==> src/rtl/mmio_uart_tx.sv <==
`default_nettype none
// ============================================================================
// Module   : mmio_uart_tx
// Brief    : picorv32 native-bus UART transmitter: TX FIFO feeding an 8N1
//            serializer. Define MMIO_UART_TX_IRQ_EN for the TX-done interrupt.
// Revision : 1.0
// ============================================================================
module mmio_uart_tx #(
    parameter logic [31:0] BASE_ADDR   = 32'h1000_0000,
    parameter int          FIFO_DEPTH  = 8,
    parameter logic [15:0] DEFAULT_DIV = 16'd868
) (
    input  logic        clk,
    input  logic        reset,
    input  logic        mem_valid,
    input  logic        mem_instr,
    output logic        mem_ready,
    input  logic [31:0] mem_addr,
    input  logic [31:0] mem_wdata,
    input  logic [3:0]  mem_wstrb,
    output logic [31:0] mem_rdata,
    output logic        uart_tx,
    output logic        irq
);
    localparam int c_AW = $clog2(FIFO_DEPTH);
    localparam int c_CW = c_AW + 1;
    localparam logic [c_AW-1:0] c_PTR_ONE  = c_AW'(1);
    localparam logic [c_CW-1:0] c_CNT_ONE  = c_CW'(1);
    localparam logic [c_CW-1:0] c_CNT_FULL = c_CW'(FIFO_DEPTH);

    typedef enum logic [1:0] {
        S_IDLE  = 2'd0,
        S_START = 2'd1,
        S_DATA  = 2'd2,
        S_STOP  = 2'd3
    } state_t;

    logic              r_ready;
    logic [31:0]       r_rdata;
    logic [15:0]       r_div;
    logic              r_ovf;
    logic [7:0]        r_mem [FIFO_DEPTH];
    logic [c_AW-1:0]   r_wr_ptr;
    logic [c_AW-1:0]   r_rd_ptr;
    logic [c_CW-1:0]   r_count;
    state_t            r_state;
    state_t            w_state_next;
    logic [7:0]        r_shift;
    logic [15:0]       r_period;
    logic [15:0]       r_baud;
    logic [2:0]        r_bit;

    logic        w_hit, w_wr, w_rd;
    logic [1:0]  w_off;
    logic        w_push_req, w_push_ok, w_pop;
    logic        w_ovf_clr, w_div_wr;
    logic        w_full, w_empty, w_busy, w_ie;
    logic        w_tick, w_tx;
    logic [7:0]  w_cnt8;
    logic [31:0] w_rd_val;
    logic        w_unused_ok;

    // Fetches decode like data reads; byte lanes/bits below are never consulted.
    assign w_unused_ok = &{1'b0, mem_instr, mem_addr[1:0], mem_wdata[31:16]};

    assign w_hit      = mem_valid && !r_ready && (mem_addr[31:4] == BASE_ADDR[31:4]);
    assign w_wr       = w_hit && (mem_wstrb != 4'b0000);
    assign w_rd       = w_hit && (mem_wstrb == 4'b0000);
    assign w_off      = mem_addr[3:2];
    assign w_push_req = w_wr && (w_off == 2'd0) && mem_wstrb[0];
    assign w_ovf_clr  = w_wr && (w_off == 2'd1) && mem_wdata[3];
    assign w_div_wr   = w_wr && (w_off == 2'd2) && (mem_wstrb[1:0] == 2'b11);

    assign w_full    = (r_count == c_CNT_FULL);
    assign w_empty   = (r_count == '0);
    assign w_busy    = (r_state != S_IDLE);
    // A pop in the same cycle frees a slot, so a push into a full FIFO still lands.
    assign w_push_ok = w_push_req && (!w_full || w_pop);
    assign w_cnt8    = 8'(r_count);

    always_comb begin
        w_rd_val = 32'd0;
        case (w_off)
            2'd1:    w_rd_val = {16'd0, w_cnt8, 3'b000, w_ie, r_ovf, w_busy, w_empty, w_full};
            2'd2:    w_rd_val = {16'd0, r_div};
            default: w_rd_val = 32'd0;
        endcase
    end

    always_ff @(posedge clk) begin
        if (reset) begin
            r_ready <= 1'b0;
            r_rdata <= 32'd0;
            r_div   <= DEFAULT_DIV;
            r_ovf   <= 1'b0;
        end else begin
            r_ready <= w_hit;
            r_rdata <= w_rd ? w_rd_val : 32'd0;
            if (w_div_wr) begin
                r_div <= mem_wdata[15:0];
            end
            if (w_push_req && w_full && !w_pop) begin
                r_ovf <= 1'b1;
            end else if (w_ovf_clr) begin
                r_ovf <= 1'b0;
            end
        end
    end

    always_ff @(posedge clk) begin
        if (w_push_ok) begin
            r_mem[r_wr_ptr] <= mem_wdata[7:0];
        end
    end

    always_ff @(posedge clk) begin
        if (reset) begin
            r_wr_ptr <= '0;
            r_rd_ptr <= '0;
            r_count  <= '0;
        end else begin
            if (w_push_ok) r_wr_ptr <= r_wr_ptr + c_PTR_ONE;
            if (w_pop)     r_rd_ptr <= r_rd_ptr + c_PTR_ONE;
            case ({w_push_ok, w_pop})
                2'b10:   r_count <= r_count + c_CNT_ONE;
                2'b01:   r_count <= r_count - c_CNT_ONE;
                default: r_count <= r_count;
            endcase
        end
    end

    always_ff @(posedge clk) begin
        if (reset) begin
            r_state <= S_IDLE;
        end else begin
            r_state <= w_state_next;
        end
    end

    always_comb begin
        w_state_next = r_state;
        w_pop        = 1'b0;
        w_tx         = 1'b1;
        w_tick       = (r_baud == (r_period - 16'd1));
        case (r_state)
            S_IDLE: begin
                if (!w_empty) begin
                    w_pop        = 1'b1;
                    w_state_next = S_START;
                end
            end
            S_START: begin
                w_tx = 1'b0;
                if (w_tick) w_state_next = S_DATA;
            end
            S_DATA: begin
                w_tx = r_shift[0];
                if (w_tick && (r_bit == 3'd7)) w_state_next = S_STOP;
            end
            S_STOP: begin
                if (w_tick) w_state_next = S_IDLE;
            end
            default: w_state_next = S_IDLE;
        endcase
    end

    // The bit period is captured at pop so a DIV write only affects later frames.
    always_ff @(posedge clk) begin
        if (reset) begin
            r_shift  <= 8'd0;
            r_period <= 16'd1;
            r_baud   <= 16'd0;
            r_bit    <= 3'd0;
        end else if (w_pop) begin
            r_shift  <= r_mem[r_rd_ptr];
            r_period <= (r_div == 16'd0) ? 16'd1 : r_div;
            r_baud   <= 16'd0;
            r_bit    <= 3'd0;
        end else if (r_state != S_IDLE) begin
            if (w_tick) begin
                r_baud <= 16'd0;
                if (r_state == S_DATA) begin
                    r_shift <= {1'b0, r_shift[7:1]};
                    r_bit   <= r_bit + 3'd1;
                end
            end else begin
                r_baud <= r_baud + 16'd1;
            end
        end
    end

`ifdef MMIO_UART_TX_IRQ_EN
    logic r_ie;
    logic r_irq;
    logic w_ie_wr;
    logic w_ie_next;

    assign w_ie_wr   = w_wr && (w_off == 2'd1) && mem_wstrb[0];
    assign w_ie_next = w_ie_wr ? mem_wdata[4] : r_ie;

    // Drops together with the push or IE clear that ends the idle condition.
    always_ff @(posedge clk) begin
        if (reset) begin
            r_ie  <= 1'b0;
            r_irq <= 1'b0;
        end else begin
            r_ie  <= w_ie_next;
            r_irq <= w_ie_next && w_empty && !w_busy && !w_push_ok;
        end
    end

    assign w_ie = r_ie;
    assign irq  = r_irq;
`else
    assign w_ie = 1'b0;
    assign irq  = 1'b0;
`endif

    assign mem_ready = r_ready;
    assign mem_rdata = r_rdata;
    assign uart_tx   = w_tx;

endmodule
`default_nettype wire

==> config.mk <==
export PLATFORM = sky130hd
export DESIGN_NAME = mmio_uart_tx
export DESIGN_NICKNAME = d
export VERILOG_FILES = /design/src/rtl/mmio_uart_tx.sv
export SDC_FILE = /design/constraint.sdc
export NUM_CORES = 1
export LEC_CHECK = 0
export BUFFER_PORTS_ARGS = -buffer_cell sky130_fd_sc_hd__buf_2
export CAP_MARGIN = 20
export CELL_PAD_IN_SITES_DETAIL_PLACEMENT = 1
export CELL_PAD_IN_SITES_GLOBAL_PLACEMENT = 2
export CORE_MARGIN = 2
export CORE_UTILIZATION = 34
export DETAILED_ROUTE_END_ITERATION = 8
export GPL_TIMING_DRIVEN = 1
export PLACE_DENSITY_LB_ADDON = 0.1
export SLEW_MARGIN = 20
export SYNTH_ARGS = -nofsm -noshare
export SYNTH_HDL_FRONTEND = slang
export SYNTH_SLANG_ARGS = --single-unit
==> constraint.sdc <==
create_clock -name clk -period 3.1 [get_ports clk]
set_input_delay 0.62 -clock clk [delete_from_list [all_inputs] [get_ports clk]]
set_output_delay 0.62 -clock clk [all_outputs]
set_load 0.05 [all_outputs]
Word level (Yosys, flattened, before mapping)
Memories as Yosys holds them, arrays and structs flattened. A register that Yosys moved wholly into a read port is not among the register bits. Index checks and enable logic that the tools add are counted.

Bits in registers: 105. RAM bits: 64. Output and inout port bits: 35. Logic and storage cells: 94. Memories: 1.

Add/subtract/negate cells: 7. Eq/ne operators: 16. Mux-type cells: 22. Bitwise gates (word level): 1. Reductions and logical operators: 35.

Memories: r_mem (depth 8, width 8, rd ports 1, clocked after Yosys merged registers in 1, wr ports 1, line 42) `logic [7:0] r_mem [FIFO_DEPTH];`.

Operators with widths (number): 2-to-1 mux 16 bit (2); 2-to-1 mux 8 bit (4); case mux 16 bit (2 select lines) (1); == test 28 x 25 -> 1 bit (second input constant) (1); adder 16 x 1 -> 16 bit (second input constant) (1); == test 16 bit (1); zero test 16 bit (1); subtractor 16 x 1 -> 16 bit (second input constant) (1); logical AND 1 bit (14); nonzero test 2 bit (6); == test 2 bit (second input constant) (5); adder 3 x 1 -> 3 bit (second input constant) (3); zero test 4 bit (2); 2-to-1 mux 2 bit (4); inequality test 2 bit (second input constant) (4); case mux 2 bit (4 select lines) (1); case mux 4 bit (2 select lines) (1); == test 2 x 1 -> 1 bit (second input constant) (3); 2-to-1 mux 1 bit (6); 2-to-1 mux 3 bit (2); AND reduction 3 bit (2); adder 4 x 1 -> 4 bit (second input constant) (1); == test 4 bit (second input constant) (1); zero test 2 bit (2); other kinds (9) (12).

Depth between registers and ports, before layout
Word-level depth: 9. Mapped depth: 14.

Least setup slack after synthesis
No wires, ideal clock.

Path kind: input port to flip-flop. From: in mem_addr[4]. To: reg r_count[3]. Setup time: 0.070 ns. Arrival time: 3.031 ns. Data required time: 3.030 ns. Slack: -0.001 ns. Stages: 12. Cell sequence: nor4b_1 > nand4_1 > nor3_1 > and4_1 > inv_1 > ha_1 > ha_1 > a21o_1 > a21oi_1 > xnor2_1 > or3_1 > a21oi_1.

Word-level cells in the longest chain between the ends: 8. Elaborated cells on any way between the ends: 10. Classes of those cells: 3 x eq/ne; 1 x mux; 6 x reduce/logical.

Ends and longest elaborated chain: start: declaration (line 18) `input logic [31:0] mem_addr,`; == test 28 x 25 -> 1 bit * (line 66) `assign w_hit = mem_valid && !r_ready && (mem_addr[31:4] == BASE_ADDR[31:4]);`; logical AND 1 bit * (line 66); logical AND 1 bit * (line 67) `assign w_wr = w_hit && (mem_wstrb != 4'b0000);`; logical AND 1 bit * (2 in a row) (line 70) `assign w_push_req = w_wr && (w_off == 2'd0) && mem_wstrb[0];`; logical AND 1 bit * (line 78) `assign w_push_ok = w_push_req && (!w_full || w_pop);`; == test 2 x 1 -> 1 bit or == test 2 bit (tied branches) (line 124) `case ({w_push_ok, w_pop})`; case mux 4 bit (2 select lines) or nonzero test 2 bit (tied branches); end signal: assignment (line 125) `2'b10: r_count <= r_count + c_CNT_ONE;`; end signal: assignment (line 126) `2'b01: r_count <= r_count - c_CNT_ONE;`; end signal: assignment (line 127) `default: r_count <= r_count;`; end: declaration (line 45) `logic [c_CW-1:0] r_count;`.

Mark *: on every way between the ends. The rest lies on a longest branch, timed or not. A chain may end at the register's enable or synchronous reset.

Worst setup path in the final report
From: reg r_period[1]. To: reg r_bit[2].

Word-level cells in the longest chain between the ends: 3.

Ends and longest elaborated chain: start: declaration (line 49) `logic [15:0] r_period;`; start signal: assignment (line 176) `r_period <= (r_div == 16'd0) ? 16'd1 : r_div;`; subtractor 16 x 1 -> 16 bit (line 144) `w_tick = (r_baud == (r_period - 16'd1));`; == test 16 bit (line 144); AND reduction 3 bit (no source line); end signal: assignment (line 184) `r_bit <= r_bit + 3'd1;`; end: declaration (line 51) `logic [2:0] r_bit;`.

Every way passes these cells.

==> results.sh <==
export IMPL_run_status="finished, final reports clean"
export IMPL_power_density_mw_per_mm2=545
export IMPL_cts_max_path_buffers=2
export IMPL_min_path_type="input port to flop"
export IMPL_worst_hold_path_endpoint="r_div[9]$_SDFFE_PP1P_"
export IMPL_fp_dieW_um=147
export IMPL_peakVddDrop_uv=339
export IMPL_grtUsageMet3_pct=3.26
export IMPL_routedWlPerCell_um=17.5
export IMPL_cts_root_buf="sky130_fd_sc_hd__clkbuf_16"
export IMPL_final_setup_violation_count=0
export IMPL_fmax_ghz=0.335
export IMPL_worst_r2r_startpoint="r_period[1]$_SDFFE_PP0P_"
export IMPL_post_route_drc_count=0
export IMPL_clock_power_share_pct=45.9
export IMPL_rsz0062_at_grt="no"
export IMPL_switching_power_uw=1250
export IMPL_netlist_top_cell_by_area="sky130_fd_sc_hd__edfxtp_1"
export IMPL_critical_path_peak_fanout=8
export IMPL_gpl_final_weighted_congestion=0.774
export IMPL_floorplan_core_area_mm2=0.0201
export IMPL_timing_critical_path_cells="inv_1 -> ha_1 -> or3b_2 -> or4_1 -> a32o_1 -> o21ai_2 -> buf_4 -> nand4_1 -> buf_4 -> buf_4 -> o21a_1 -> o21a_1"
export IMPL_num_rows=52
export IMPL_yosys_top_cells_area="sky130_fd_sc_hd__edfxtp_1 (28%), sky130_fd_sc_hd__dfxtp_1 (27%), sky130_fd_sc_hd__mux4_2 (5.2%)"
export IMPL_internal_power_uw=3360
export IMPL_routed_wl_um=17500
export IMPL_swShare_pct=27.0
export IMPL_worst_r2r_path_depth=12
export IMPL_hold_depth=2
export IMPL_grt_pass1_vias=5189
export IMPL_synth_top_cells_by_count="sky130_fd_sc_hd__dfxtp_1 (92), sky130_fd_sc_hd__nor2_1 (67), sky130_fd_sc_hd__edfxtp_1 (64), sky130_fd_sc_hd__nand2_1 (31), sky130_fd_sc_hd__xnor2_1 (23)"
export IMPL_synth_sequential_area_ratio_pct=54.3
export IMPL_wire_length_of_the_first_global_routing_pass_um=28200
export IMPL_via_count=4965
export IMPL_static_leakage_power_uw=0.00321
export IMPL_synth_warnings=0
export IMPL_power_sequential_fraction_pct=46.6
export IMPL_setup_worst_path_end_class="flop"
export IMPL_global_route_usage_met2_pct=28.5
export IMPL_initial_utilization_pct=34.5
export IMPL_n_fill_cell=2191
export IMPL_ys_types=59
export IMPL_drive_above_1_share_pct=25.1
export IMPL_final_hold_violation_count=0
export IMPL_globalRouteTotalUtil_pct=16.8
export IMPL_setup_tns_final_ns=0
export IMPL_post_route_worst_setup_slack_ns=0.119
export IMPL_final_antenna_net_count=0
export IMPL_synth_seq_cells=156
export IMPL_fin_skew_ns=0.0118
export IMPL_synth_async_reset_ratio_pct=0
export IMPL_die_area_mm2=0.0216
export IMPL_pin_count=107
export IMPL_max_slew_margin_pct=45.4
export IMPL_cp_data_arrival_time_ns=3.30
export IMPL_detailed_place_hpwl_um=12700
export IMPL_rr_endpoint="r_bit[2]$_SDFFE_PP0P_"
export IMPL_post_route_util_pct=42.1
export IMPL_top_usage_layer="met2"
export IMPL_die_y_um=147
export IMPL_synth_enable_flop_cells=64
export IMPL_cts_reportedPaths_clkPinSlew_ns=0.07
export IMPL_post_drt_via_cell_ratio=4.97
export IMPL_total_power_uw=4610
export IMPL_worst_ep_required_time_ns=3.42
export IMPL_number_of_diodes_added_for_antenna_fixing=0
export IMPL_fin_crit_ns=2.98
export IMPL_number_of_antenna_violations_at_the_first_check_in_global_routing=0
export IMPL_library_cell_with_the_highest_instance_count_after_synthesis="sky130_fd_sc_hd__dfxtp_1"
export IMPL_tritoncts_num_buffers=17
export IMPL_synth_top_area_share_pct=27.7
export IMPL_grt_overflow=0
export IMPL_tightest_slew_ns=0.817
export IMPL_startpoint_of_the_tightest_hold_check_path="mem_wdata[9]"
export IMPL_grt_start_max_net_pins=32
export IMPL_cts_htree_levels=4
export IMPL_maxcap_viol_count=0
export IMPL_dominantRegCellSynth="sky130_fd_sc_hd__dfxtp_1"
export IMPL_comb_power_share_pct=7.4
export IMPL_worst_path_cell_with_the_longest_stage_delay="sky130_fd_sc_hd__or3b_2"
export IMPL_finish_net_count=804
export IMPL_clock_insertion_delay_worst_skew_ns=0.43
export IMPL_met1_usage_pct=21.9
export IMPL_startpoint_type="flop"
export IMPL_critical_path_top_cell_by_count="sky130_fd_sc_hd__buf_4"
export IMPL_crit_path_max_incr_delay_ns=0.51
export IMPL_drtPass1Iterations=4
export IMPL_critical_path_class="flop to flop"
export IMPL_clock_tree_from_tritoncts="done"
export IMPL_placement_setup_worst_slack_ns=-0.242
export IMPL_cts_sinks=156
export IMPL_rrSetupSlack_ns=0.12
export IMPL_postSynthCellCount=609
export IMPL_drt_initial_violations=229
export IMPL_final_max_slew_viol_count=0
export IMPL_finalCritPeriodShare_pct=96.2
export IMPL_syn_area_mm2=0.00694
export IMPL_port_buffers=70
export IMPL_syn_mean_instance_area_um2=11.4
export IMPL_hold_ws_ns=0.413
export IMPL_layout_area_overhead_vs_synth_pct=21.9
==> area by class of cell <==
class,count,area (µm²),share of cell area [%]
multi-input combinational,407,2970,35.2
timing repair buffer,115,704,8.33
clock inverter,15,183,2.16
tap,270,338,4.00
inverter,18,67.6,0.799
sequential,156,3760,44.5
clock buffer,17,425,5.03
==> layout by cell type, fill, tap and decap left out, types with 18 or more instances in the layout <==
cell,n
sky130_fd_sc_hd__inv_1,18
sky130_fd_sc_hd__a21oi_1,19
sky130_fd_sc_hd__nand2_1,31
sky130_fd_sc_hd__xnor2_1,23
sky130_fd_sc_hd__mux2i_1,20
sky130_fd_sc_hd__nor4_1,19
sky130_fd_sc_hd__edfxtp_1,64
sky130_fd_sc_hd__buf_2,70
sky130_fd_sc_hd__buf_4,43
sky130_fd_sc_hd__nor2_1,67
sky130_fd_sc_hd__and3_1,18
sky130_fd_sc_hd__dfxtp_1,92
==> per-layer routing <==
| metal | routed length, µm | share of wire, % | vias to the layer above |
|---|---|---|---|
| met3 | 624 | 3.6 | 20 |
| met5 | 0 | 0 | - |
| met2 | 8510 | 49 | 90 |
| met4 | 219 | 1.3 | 0 |
| li1 | - | - | 2412 |
| met1 | 8120 | 46 | 2443 |
==> cell families after synthesis <==
logic type / after synthesis / share of synthesized area, %
compound gates: 85 / 9.06
xor+xnor: 40 / 5.05
fa+ha+maj: 17 / 3.17
buf+inv: 62 / 4.44
flops: 156 / 54.3
mux: 37 / 8.24
other cells: 1 / 0.0541
simple gates: 211 / 15.7
==> critical path, delay by kind of cell, from the launching register on <==
| kind | cells | cell delay [ns] |
|---|---|---|
| buffers and inverters | 4 | 0.54 |
| flip-flops | 1 | 0.31 |
| adder cells (fa/ha/maj) | 1 | 0.17 |
| AO/OA/AOI/OAI | 4 | 0.77 |
| AND/OR/NAND/NOR | 3 | 1.08 |
==> worst max-delay path by stage <==
stage / from / to / slack, ns / cells past startpoint
after floorplan: mem_addr[4] / r_count[3]$_SDFFE_PP0P_ / 0.09 / 12
after global placement: r_period[1]$_SDFFE_PP0P_ / r_shift[2]$_SDFFE_PP0P_ / -0.08 / 12
after detailed placement: r_period[1]$_SDFFE_PP0P_ / r_shift[3]$_SDFFE_PP0P_ / -0.24 / 12
after CTS: r_period[1]$_SDFFE_PP0P_ / r_shift[3]$_SDFFE_PP0P_ / 0.003 / 11
after global routing: mem_ready$_SDFF_PP0_ / r_count[3]$_SDFFE_PP0P_ / 0.0004 / 12
final: r_period[1]$_SDFFE_PP0P_ / r_bit[2]$_SDFFE_PP0P_ / 0.12 / 12
==> timing repair <==
item	in CTS	in global routing
hold buffers	0	0
hold endpoints to repair	0	0
endpoints found under the setup margin	11	13
pin swaps	4	2
resized for setup	5	7
setup buffers	1	0
==> flip-flops by register name (all words and copies together) (netlist names), named ones only <==
register	cells
mem_rdata	16
mem_ready	1
r_baud	16
r_bit	3
r_count	4
r_div	16
r_mem	64
r_ovf	1
r_period	16
r_rd_ptr	3
r_shift	8
r_state	2
r_wr_ptr	3
==> power groups by stage <==
stage / Combinational, µW / Clock (µW) / Sequential, µW
global route: 377 / 2250 / 2150
floorplan: 222 / 0 / 2190
detailed placement: 339 / 0 / 2200
CTS: 346 / 2170 / 2150
finish: 342 / 2120 / 2150
global placement: 332 / 0 / 2200
==> through the flow <==
stage,cell area [µm²],std cells
after floorplan,7000,625
after global placement,7790,965
after detailed placement,7790,965
after CTS,8420,998
after global routing,8460,998
final,8460,998
Note: power is estimated with default switching activity, not from simulation.
